## config.mk

```make
export PLATFORM = sky130hd
export DESIGN_NAME = array_reader
export DESIGN_NICKNAME = d
export VERILOG_FILES = /design/src/rtl/array_reader.sv
export SDC_FILE = /design/constraint.sdc
export NUM_CORES = 1
export LEC_CHECK = 0
export CAP_MARGIN = 20
export CORE_ASPECT_RATIO = 1.5
export CORE_MARGIN = 1.5
export CORE_UTILIZATION = 55
export CTS_CLUSTER_SIZE = 28
export DETAILED_ROUTE_END_ITERATION = 16
export GPL_ROUTABILITY_DRIVEN = 0
export GPL_TIMING_DRIVEN = 0
export PLACE_DENSITY = 0.79
export SYNTH_ARGS = -nofsm -noshare
export SYNTH_HDL_FRONTEND = slang
export SYNTH_SLANG_ARGS = --single-unit
```

## constraint.sdc

```tcl
create_clock -name clk -period 1.6 [get_ports clk]
set_input_delay 0.48 -clock clk [delete_from_list [all_inputs] [get_ports clk]]
set_output_delay 0.48 -clock clk [all_outputs]
set_load 0.03 [all_outputs]
```

## src/rtl/array_reader.sv

```systemverilog
// array_reader: an 8-entry memory with a write port, a handshaked random-read
// port and a self-sweeping scan checker. The scanner verifies mem[a] == a for
// every entry that has been written since reset. It latches the first mismatch
// address and exports the sticky result as safety1.
module array_reader #(
  parameter int AW = 3,
  parameter int DW = 3
) (
  input  logic          clk,
  input  logic          rst,
  input  logic          wr_en,
  input  logic [AW-1:0] wr_addr,
  input  logic [DW-1:0] wr_data,
  input  logic          rd_req,
  input  logic [AW-1:0] rd_addr,
  output logic          rd_ack,
  output logic          rd_valid,
  output logic [DW-1:0] rd_data,
  output logic          rd_hit,
  input  logic          scan_en,
  output logic          scan_busy,
  output logic          scan_done,
  output logic          err,
  output logic [AW-1:0] err_addr,
  output logic          safety1
);

  localparam int DEPTH = 1 << AW;

  // The scanner compares data against the zero-extended address, so the data
  // word must be at least as wide as the address.
  if (DW < AW) begin : g_bad_width
    $error("array_reader: DW (%0d) must be >= AW (%0d)", DW, AW);
  end

  typedef enum logic [1:0] {
    S_IDLE,
    S_READ,
    S_CHECK,
    S_DONE
  } state_t;

  state_t               state_q, state_d;
  logic [AW-1:0]        scan_addr_q, scan_addr_d;
  logic [DEPTH-1:0]     valid_q, valid_d;
  logic [DW-1:0]        chk_data_q, chk_data_d;
  logic                 chk_valid_q, chk_valid_d;
  logic                 err_q, err_d;
  logic [AW-1:0]        err_addr_q, err_addr_d;
  logic                 rd_valid_q, rd_valid_d;
  logic [DW-1:0]        rd_data_q, rd_data_d;
  logic                 rd_hit_q, rd_hit_d;
  logic                 mismatch;
  logic [DW-1:0]        mem_q [DEPTH];

  // A CHECK-state entry that was written but does not hold its own address.
  assign mismatch = (state_q == S_CHECK) && chk_valid_q &&
                    (chk_data_q != DW'(scan_addr_q));

  // Next-state logic: scanner FSM, valid bitmap and random-read response.
  always_comb begin
    // NOTE: every signal gets a default before any branch, so that no path leaves a value unassigned and infers a latch.
    state_d     = state_q;
    scan_addr_d = scan_addr_q;
    valid_d     = valid_q;
    chk_data_d  = chk_data_q;
    chk_valid_d = chk_valid_q;
    err_d       = err_q;
    err_addr_d  = err_addr_q;
    rd_data_d   = rd_data_q;
    rd_hit_d    = rd_hit_q;

    // The scanner owns the read port. A simultaneous scan_en wins over rd_req.
    rd_ack     = rd_req && (state_q == S_IDLE) && !scan_en;
    rd_valid_d = rd_ack;
    if (rd_ack) begin
      // The array is read before this edge's write lands, so a same-address
      // write is only seen by a later read.
      rd_data_d = mem_q[rd_addr];
      rd_hit_d  = valid_q[rd_addr];
    end

    unique case (state_q)
      S_IDLE: begin
        if (scan_en) begin
          state_d     = S_READ;
          scan_addr_d = '0;
        end
      end
      S_READ: begin
        chk_data_d  = mem_q[scan_addr_q];
        chk_valid_d = valid_q[scan_addr_q];
        state_d     = S_CHECK;
      end
      S_CHECK: begin
        if (mismatch) begin
          err_d = 1'b1;
          if (!err_q) err_addr_d = scan_addr_q;
        end
        if (scan_addr_q == AW'(DEPTH - 1)) begin
          state_d = S_DONE;
        end else begin
          scan_addr_d = scan_addr_q + 1'b1;
          state_d     = S_READ;
        end
      end
      S_DONE: begin
        state_d = S_IDLE;
      end
      default: state_d = S_IDLE;
    endcase

    // Writes are accepted in every state and mark the entry as written.
    if (wr_en) valid_d[wr_addr] = 1'b1;
  end

  // Control and flag registers with synchronous reset.
  always_ff @(posedge clk) begin
    // NOTE: state is updated with non-blocking assignments so every flop samples pre-edge values regardless of statement order.
    if (rst) begin
      state_q     <= S_IDLE;
      scan_addr_q <= '0;
      valid_q     <= '0;
      chk_data_q  <= '0;
      chk_valid_q <= 1'b0;
      err_q       <= 1'b0;
      err_addr_q  <= '0;
      rd_valid_q  <= 1'b0;
      rd_data_q   <= '0;
      rd_hit_q    <= 1'b0;
    end else begin
      state_q     <= state_d;
      scan_addr_q <= scan_addr_d;
      valid_q     <= valid_d;
      chk_data_q  <= chk_data_d;
      chk_valid_q <= chk_valid_d;
      err_q       <= err_d;
      err_addr_q  <= err_addr_d;
      rd_valid_q  <= rd_valid_d;
      rd_data_q   <= rd_data_d;
      rd_hit_q    <= rd_hit_d;
    end
  end

  // Storage array write port.
  always_ff @(posedge clk) begin
    // NOTE: the array has no reset; stale contents are masked by valid_q, which is reset.
    if (wr_en) mem_q[wr_addr] <= wr_data;
  end

  assign rd_valid  = rd_valid_q;
  assign rd_data   = rd_data_q;
  assign rd_hit    = rd_hit_q;
  assign scan_busy = (state_q != S_IDLE);
  assign scan_done = (state_q == S_DONE);
  assign err       = err_q;
  assign err_addr  = err_addr_q;
  assign safety1   = !err_q;

  // safety1 may only drop right after a CHECK that saw a written entry mismatch.
  a_safety1_stable : assert property (
    @(posedge clk) disable iff (rst)
      (!safety1 && $past(safety1)) |-> $past(mismatch)
  );

endmodule

```

==> impl_results.md <==
- Core Box Area: 3994 um^2
- Synth warn: 0
- Die area: 4619 um^2
- Syn Area/Cell: 11.94 um^2
- Final #Nets: 247
- Die Wd: 56.00 um
- Largest net degree at the start of global routing: 16
- MaxCap Viol Count: 0
- CTS root buf: clkbuf_8
- CTS Hold Bufs: 0
- Power, Total: 0.002583 W
- Clock power share: 33.5%
- Psw: 0.0005937 W
- Post-synth EDFFs: 24
- Hold crit path type: register to register
- Internal power: 0.001989 W
- Antenna Cells: 0
- Via Count: 1634
- Initial antenna violation count: 0
- GR Overflow Total: 0
- Cells on worst reg2reg path: 5
- Final ANT Viol Nets: 0
- Xor/xnor share of the synthesized area: 1.134%
- Routed WL: 5.026 mm
- Final Worst Setup Slack: -127.1 ps
- Switching part of the total power: 22.99%
- VDD IR-drop max: 0.8979 mV
- Avg WL per Cell: 18.14 um
- Area grow syn2layout: 21.54%
- Worst Hold Margin: 467.2 ps
- Post-route DRC: 0
- PwrDens: 917.0 nW/um^2
- Share of layout cells above drive strength 1: 18.97%
- DR iter-0 viols: 63
- Reg clk slew, reported paths: 90 ps
- Relative slew margins: 64.72%
- Setup CP Type: register to output port
- Mapped Cells: 194
- Synth area leader: edfxtp_1
- Avg Vias per Cell: 5.899
- Site Rows: 28
- Vias in the first global route: 1742
- Yosys reg bits: 50
- Io pins: 27
- Synthesized cell area: 2317 um^2
- Req. time, crit path: 1120 ps
- Detailed placement HPWL: 3.750 mm
- RSZ-0062 raised after global routing: true
- Leak pwr: 1.026 nW
- Arrival time worst endpoint: 1250 ps
- Multi-input gate area: 1042 um^2
- Critical Path Sink Type: output port
- Critical path peak fanout: 3
- TritonCTS Buffers: 5
- Hold Path Depth: 1
- TritonCTS clock tree: yes
- TNS Setup: -139.0 ps
- Final Hold Fails: 0
- Violated checks: setup timing
- Yosys cell types: 36
- Register area: 1245 um^2
- Initial Util: 58.02%
- Clk_lat worst skew: 290 ps
- Pre-Repair DR Iteration Count: 4
- CTS H-tree depth: 2
- Place WS: -810.8 ps
- Syn Nets: 210
- Simple-Gate Fraction of Synth Area: 14.09%
- Largest family of logic cells by synthesized area: multiplexers
- Top cell type's share of synthesized area: 31.10%
- Proportion of synthesized area in mux cells: 17.28%
- Synth top area cells: edfxtp_1, dfxtp_1, mux2i_1
- Worst clock skew: 3.137 ps
- Fmax: 579.0 MHz
- Flop pwr share: 54.7%
- # port buffers: 25
- Fillers: 314
- Combinational share of power: 11.8%
- Asr flop ratio synth: 0%
- Die Y: 82.50 um
- Synth Flop Type: dfxtp_1
- Sequential fraction of the synthesis area: 53.56%
- Gr usage total: 22.83%
- Compound-cell area share of the yosys netlist: 9.719%
- Final setup violation count: 2
- Slew Limit Fails: 0
- Least-Margin Pin Slew: 529.3 ps
- Post-Synth Adder-Cell Area: 1.080%
- Status: complete, but fails checks
- Clock Sinks: 50
- Tcrit/Tclk final: 107.9%
- First-pass GRT wire length: 7.969 mm
- Clk buf depth: 2
- Tmin final: 1727 ps
- Startpoint types: register
cell type report:
cell class	count	share of cell area, %
Timing Repair Buffer	31	10.22
Clock buffer	6	2.577
Sequential cell	50	44.20
Tap cell	45	1.999
Buffer	10	2.532
Clock inverter	2	1.333
Inverter	1	0.1333
Multi-Input combinational cell	132	37.01
critical path, cell delays in order, from the launching register on:
cell and delay [ps]:
dfxtp_4 350, or2_4 240, nor3b_4 200, buf_6 160
per-layer routing:
layer | vias to the layer above | wire, um | track usage (%)
li1 | 782 | - | -
met1 | 784 | 1883 | 22.18
met2 | 56 | 2807 | 45.65
met3 | 12 | 174 | 3.738
met4 | 0 | 161 | 11.90
met5 | - | 0 | 0
flip-flops by register name, indices dropped and copies added (netlist names), 2 cells and up:
register     count
mem_q           24
err_addr         3
rd_data          3
chk_data_q       3
valid_q          8
scan_addr_q      3
state_q          2
synthesized netlist by cell type, types with 2 or more instances:
cell / n
nor2_1: 35
mux2i_1: 31
dfxtp_1: 26
edfxtp_1: 24
a21oi_1: 8
nor2b_1: 7
nand2b_1: 6
clkbuf_1: 5
a211oi_1: 4
a211oi_2: 4
a22oi_1: 4
mux4_2: 4
a32o_1: 3
buf_2: 3
nor3_1: 3
xnor2_1: 3
and2_1: 2
ha_1: 2
nand2_1: 2
nor4bb_1: 2
what timing repair did:
action / 4_1_cts / 5_1_grt
pin swaps: 2 / 0
resized for setup: 41 / 9
buffers inserted: 6 / 0
setup endpoints to repair: 21 / 17
worst paths after layout:
kind	startpoint	endpoint	slack (ps)
worst min register to register	rd_hit	rd_hit	470
worst max register to register	scan_addr_q[1]	chk_valid_q	40
worst min-delay path	rd_hit	rd_hit	470
worst max-delay path	state_q[0]	rd_ack	-130
cells in the final DEF (no fill, tap or decap), types with 6 or more instances in the layout:
master / instances
clkdlybuf4s50_1: 9
dfxtp_1: 25
a21oi_1: 8
mux2i_1: 31
nor2_1: 33
dlygate4sd2_1: 11
nor2b_1: 6
edfxtp_1: 24
buf_4: 7
through the flow:
step	cells	utilization, %	cell area, um^2
2_1_floorplan	194	-	2336
3_3_place_gp	264	66.17	2643
3_5_place_dp	264	66.17	2643
4_1_cts	277	69.96	2794
5_1_grt	277	70.52	2816
6_report	277	70.52	2816
power groups by stage:
stage / combinational, W / clock (W) / sequential [W]
3_3_place_gp: 0.000282 / 0 / 0.00144
5_1_grt: 0.000327 / 0.000919 / 0.00142
2_1_floorplan: 0.000173 / 0 / 0.00145
4_1_cts: 0.000300 / 0.000873 / 0.00141
6_report: 0.000304 / 0.000864 / 0.00141
3_5_place_dp: 0.000290 / 0 / 0.00144
logic make-up after synthesis:
family | Yosys count
simple gates | 64
flops | 50
mux | 35
compound gates | 28
buf+inv | 12
xor+xnor | 3
fa+ha+maj | 2
No activity file was read; power rests on OpenSTA's default activity.
